File: src/rtl/fetch_controller.sv
// Instruction fetch sequencer: PC, IF/ID slot with valid/ready, redirect, EBREAK halt and fault.
// Optional FETCH_PERF_CNT_EN adds a fetch_count capture counter.
module fetch_controller #(
   parameter logic [31:0] RESET_PC = 32'h0000_0000,
   parameter int unsigned IMEM_AW  = 10
) (
   input  logic               clk,
   input  logic               rst_n,
   output logic [IMEM_AW-1:0] imem_address,
   input  logic [31:0]        imem_instr,
   input  logic               id_ready,
   input  logic               redirect_valid,
   input  logic [31:0]        redirect_pc,
   output logic               if_valid,
   output logic [31:0]        if_instr,
   output logic [31:0]        if_pc,
   output logic               halted,
`ifdef FETCH_PERF_CNT_EN
   output logic [31:0]        fetch_count,
`endif
   output logic               fault
);

   localparam logic [31:0] INSTR_NOP    = 32'h0000_0013;
   localparam logic [31:0] INSTR_EBREAK = 32'h0010_0073;

   typedef enum logic [1:0] {
      S_BOOT  = 2'd0,
      S_RUN   = 2'd1,
      S_HALT  = 2'd2,
      S_FAULT = 2'd3
   } state_t;

   state_t      state_q;
   logic [31:0] pc_q;
   logic        if_valid_q;
   logic [31:0] if_instr_q;
   logic [31:0] if_pc_q;
   logic        halted_q;
   logic        fault_q;

   logic [31:0] pc_d;
   logic        slot_free_d;
   logic        pc_oor_d;
   logic        redir_misaligned_d;
   logic        capture_d;

   assign pc_d               = pc_q + 32'd4;
   assign slot_free_d        = !if_valid_q || id_ready;
   assign pc_oor_d           = (pc_q >> (IMEM_AW + 2)) != 32'd0;
   assign redir_misaligned_d = redirect_pc[1:0] != 2'b00;
   // A capture happens only in RUN when nothing of higher priority claims the cycle.
   assign capture_d          = (state_q == S_RUN) && !redirect_valid && !pc_oor_d && slot_free_d;

   assign imem_address = pc_q[IMEM_AW+1:2];
   assign if_valid     = if_valid_q;
   assign if_instr     = if_instr_q;
   assign if_pc        = if_pc_q;
   assign halted       = halted_q;
   assign fault        = fault_q;

   always_ff @(posedge clk) begin
      if (!rst_n) begin
         state_q    <= S_BOOT;
         pc_q       <= RESET_PC;
         if_valid_q <= 1'b0;
         if_instr_q <= INSTR_NOP;
         if_pc_q    <= 32'h0000_0000;
         halted_q   <= 1'b0;
         fault_q    <= 1'b0;
      end else begin
         case (state_q)
            S_BOOT: begin
               state_q <= S_RUN;
            end
            S_RUN: begin
               if (redirect_valid) begin
                  if_valid_q <= 1'b0;
                  pc_q       <= redirect_pc;
                  if (redir_misaligned_d) begin
                     state_q <= S_FAULT;
                     fault_q <= 1'b1;
                  end
               end else if (pc_oor_d) begin
                  // Let decode consume the pending instruction before faulting.
                  if (slot_free_d) begin
                     state_q    <= S_FAULT;
                     fault_q    <= 1'b1;
                     if_valid_q <= 1'b0;
                  end
               end else if (slot_free_d) begin
                  if_instr_q <= imem_instr;
                  if_pc_q    <= pc_q;
                  if_valid_q <= 1'b1;
                  pc_q       <= pc_d;
                  if (imem_instr == INSTR_EBREAK) begin
                     state_q  <= S_HALT;
                     halted_q <= 1'b1;
                  end
               end
            end
            S_HALT: begin
               if (redirect_valid) begin
                  if_valid_q <= 1'b0;
                  pc_q       <= redirect_pc;
                  halted_q   <= 1'b0;
                  if (redir_misaligned_d) begin
                     state_q <= S_FAULT;
                     fault_q <= 1'b1;
                  end else begin
                     state_q <= S_RUN;
                  end
               end else if (if_valid_q && id_ready) begin
                  if_valid_q <= 1'b0;
               end
            end
            S_FAULT: begin
               if_valid_q <= 1'b0;
            end
            default: begin
               state_q    <= S_FAULT;
               fault_q    <= 1'b1;
               halted_q   <= 1'b0;
               if_valid_q <= 1'b0;
            end
         endcase
      end
   end

`ifdef FETCH_PERF_CNT_EN
   logic [31:0] fetch_count_q;

   assign fetch_count = fetch_count_q;

   // Counts every captured instruction, EBREAK included; wraps naturally.
   always_ff @(posedge clk) begin
      if (!rst_n) begin
         fetch_count_q <= 32'd0;
      end else if (capture_d) begin
         fetch_count_q <= fetch_count_q + 32'd1;
      end
   end
`endif

endmodule

File: config.mk
export PLATFORM = sky130hd
export DESIGN_NAME = fetch_controller
export DESIGN_NICKNAME = d
export VERILOG_FILES = /design/src/rtl/fetch_controller.sv
export SDC_FILE = /design/constraint.sdc
export NUM_CORES = 1
export LEC_CHECK = 0
export CORE_MARGIN = 5
export CORE_UTILIZATION = 46
export CTS_CLUSTER_SIZE = 10
export DETAILED_ROUTE_END_ITERATION = 16
export PLACE_DENSITY = 0.8
export SYNTH_ARGS = -nofsm -noshare
export SYNTH_HDL_FRONTEND = slang
export SYNTH_SLANG_ARGS = --single-unit
File: constraint.sdc
create_clock -name clk -period 2.3 [get_ports clk]
set_input_delay 0.46 -clock clk [delete_from_list [all_inputs] [get_ports clk]]
set_output_delay 0.46 -clock clk [all_outputs]
set_load 0.05 [all_outputs]
==> metrics <==
static power due to leakage 2.220 nW; number of distinct library cells after synthesis 50; worst setup path class reg2out; first-pass iteration count of the detailed router 4; number of enable-type register cells in the synthesized netlist 0; share of the synthesized netlist area taken by xor and xnor gates 0%; slew at the pin closest to its max-slew limit 0.5806 ns; via count 4226; Critical path buffers and inverters 1; CP endpoint kind output port; dpl cells 784; final cycle utilization of the critical path 95.22%; count of H-tree levels built during CTS 3; root buf cell clkbuf_8; RSZ-0062 raised after global routing false; Core Box Area 9240 µm²; crit-path max cell delay 0.87 ns; Synth Warn # 0; simple-gate area share of the yosys netlist 27.57%; Fin Clk Skew 0.01479 ns; via count of the first global-routing pass 4024; hold_buf cts 0; effective utilization at floorplan 47.24%; total number of placement rows 35; post-route antenna net violation count 0; sink count of the clock tree 101; Area Growth Syn to Fin 41.56%; CTS clock-pin slew for the worst setup and hold paths 0.10 ns; sequential power share 39.6%; number of slew-limit violations in the final report 0; fraction of layout cells with a size suffix above 1 8.507%; final count of hold timing violations 0; CP top delay family buffers and inverters; non-filler instance count after layout 799; share of flip-flops with an asynchronous set or reset after synthesis 0%; Switch Pwr 0.002332 W; ANT cells 0; share of cell area taken by muxes after synthesis 0.6879%; final critical delay including setup and external delays 2.190 ns; maximum clock path buffer count 2; number of nets in the synthesized netlist 597; hold path start if_pc[3]$_SDFFE_PN0P_; total setup violations reported at the end of the flow 0; worst slew slack as a fraction of its limit 61.30%; antenna violations before repair 0; part of the total power dissipated in the clock network 18.8%; power density over the cells 912.6 nW/µm²; number of setup buffers added after CTS 0; Compound-Gate Fraction of Synth Area 18.60%; number of input and output port buffers inserted 144; Startpoint Class register; Via-to-Cell Ratio 5.289; Min-Delay Path Class reg2reg; vertical extent of the die 107.4 µm; final HPWL from detailed placement 8.952 mm; instance area after placement 6002 µm²; CTS tree done; synthesized-area fraction occupied by adder cells 1.433%; Highest Clock Rate 456.6 MHz; Power Internal 0.003307 W; Post-CTS Resized 0; number of instances in the synthesized netlist 524; area enclosed by the die boundary 11540 µm²; num ports 145; Avg WL per Cell 15.35 µm; reported max-cap violation count 0; status completed; Die Span X 107.4 µm; GR Util All Layers 21.00%; remaining design rule violation count 0; startpoint of the worst-slack reg-to-reg timing path pc_q[22]$_SDFFE_PN0P_; grt ovf 0; aggregate routed wire length 12.27 mm; wire length of the first global-routing pass 19.68 mm; slowest cell on the critical path clkdlybuf4s50_1; clock insertion delay at the later pin of the skew report 0.37 ns; drt first-iter violations 230; startpoint of the most critical setup path pc_q[2]$_SDFFE_PN0P_; data required time of the critical path 1.84 ns; largest driver fanout on the critical path 7; count of state elements after synthesis 101; final core utilization 66.88%; data arrival time of the worst path 1.73 ns; most common flop cell mapped by yosys dfxtp_1; cell-by-cell listing of the critical path clkdlybuf4s50_1; final weighted congestion in routability-driven placement 0.8472; total standard cell area after synthesis 4365 µm²; maximum number of pins on one net before global-route repair 69; number of buffers created by CTS 9; post-layout total power 0.005640 W; portion of total power attributed to combinational logic 41.6%; dominant combinational cell family by area after synthesis simple AND/OR/NAND/NOR gates; peak ir drop on the vdd network 568.6 µV; sequential element share of the synthesized area 46.32%; final instance area 6180 µm²; final net count 739; sw frac 41.35%; mean cell area of the mapped netlist 8.331 µm²
[path summary, 6_finish.rpt]
| kind | endpoint | slack, ns | cells past startpoint |
|---|---|---|---|
| max | imem_address[0] | 0.11 | 1 |
| min | if_pc[3]$_SDFFE_PN0P_ | 0.46 | 2 |
| max reg2reg | if_pc[12]$_SDFFE_PN0P_ | 0.11 | 5 |
| min reg2reg | if_pc[3]$_SDFFE_PN0P_ | 0.46 | 2 |
[synth_stat cells, drive strengths merged, types with 2 or more instances]
master     n  area share, %
a22o       4           0.80
o31ai      5           0.86
o211ai     2           0.34
a21boi    27            4.6
a221oi     2           0.40
nor4      16            3.8
and3      21            3.0
nand2    137             12
a2bb2oi    5            1.0
clkbuf    21            1.8
nand3     20            2.6
a31oi      2           0.29
buf       22            3.1
nor2      15            1.3
mux2i      3           0.69
nor2b      4           0.57
a21oi     41            4.7
nor4b      2           0.40
or4        2           0.34
o32ai      4           0.80
or3        3           0.43
nor3b      3           0.52
nor3       6           0.69
o21a       2           0.34
inv        6           0.52
dfxtp    101             46
nand4      6           0.86
or2        2           0.29
o21ai     18            2.1
o41ai      2           0.57
ha         5            1.4
nand3b     2           0.34
nand2b     3           0.43
a22oi      2           0.34
[stage by stage]
stage | TNS (ns) | setup slack (ns) | hold slack (ns)
floorplan | 0 | 0.2038 | 0.4366
global placement | -0.04631 | -0.02405 | 0.4389
detailed placement | -0.4472 | -0.1073 | 0.4459
CTS | 0 | 0.09001 | 0.4605
global route | 0 | 0.007128 | 0.4711
finish | 0 | 0.1100 | 0.4599
[sequential cells by signal, indices dropped and copies added (netlist names)]
signal / flops
fault: 1
halted: 1
if_instr: 32
if_pc: 32
if_valid: 1
pc_q: 32
state_q: 2
[cell families (layout without fill, tap and decap cells)]
| family | count (synthesis) | after routing |
|---|---|---|
| mux | 3 | 3 |
| buf+inv | 49 | 195 |
| flops | 101 | 101 |
| fa+ha+maj | 5 | 5 |
| simple gates | 243 | 243 |
| compound gates | 123 | 123 |
[power groups by stage]
stage | sequential, W | clock, W | combinational [W]
after detailed placement | 0.00227 | 0 | 0.00233
after CTS | 0.00223 | 0.00109 | 0.00234
after global routing | 0.00227 | 0.00115 | 0.00252
after floorplan | 0.00251 | 0 | 0.00129
final | 0.00223 | 0.00106 | 0.00235
after global placement | 0.00225 | 0 | 0.00228
[placed cells by master (no fill, tap or decap), types with 5 or more instances in the layout]
master	n
clkdlybuf4s50_1	143
nand2_1	137
dfxtp_1	101
a21oi_1	41
buf_4	28
a21boi_0	24
and3_1	21
nand3_1	19
o21ai_0	17
nor2_1	15
nor4_1	11
clkbuf_8	9
inv_1	6
nand4_1	6
nor3_1	6
a2bb2oi_1	5
o31ai_1	5
ha_1	5
[per-layer routing]
metal	share of wire, %	GRT usage, %
met5	0	0
met4	2.0	8.115
met3	4.9	4.379
met2	48	34.58
met1	45	26.99
[final cells by class]
cell class              instances  area, µm²
well taps                     129      161.4
inverters                       6      22.52
fillers                       771       3060
flip-flops and latches        101       2022
multi-input cells             374       2110
clock buffers                   9      123.9
clock inverters                 6      53.80
repair buffers                174       1687
Power figures use the tool's default switching activity.
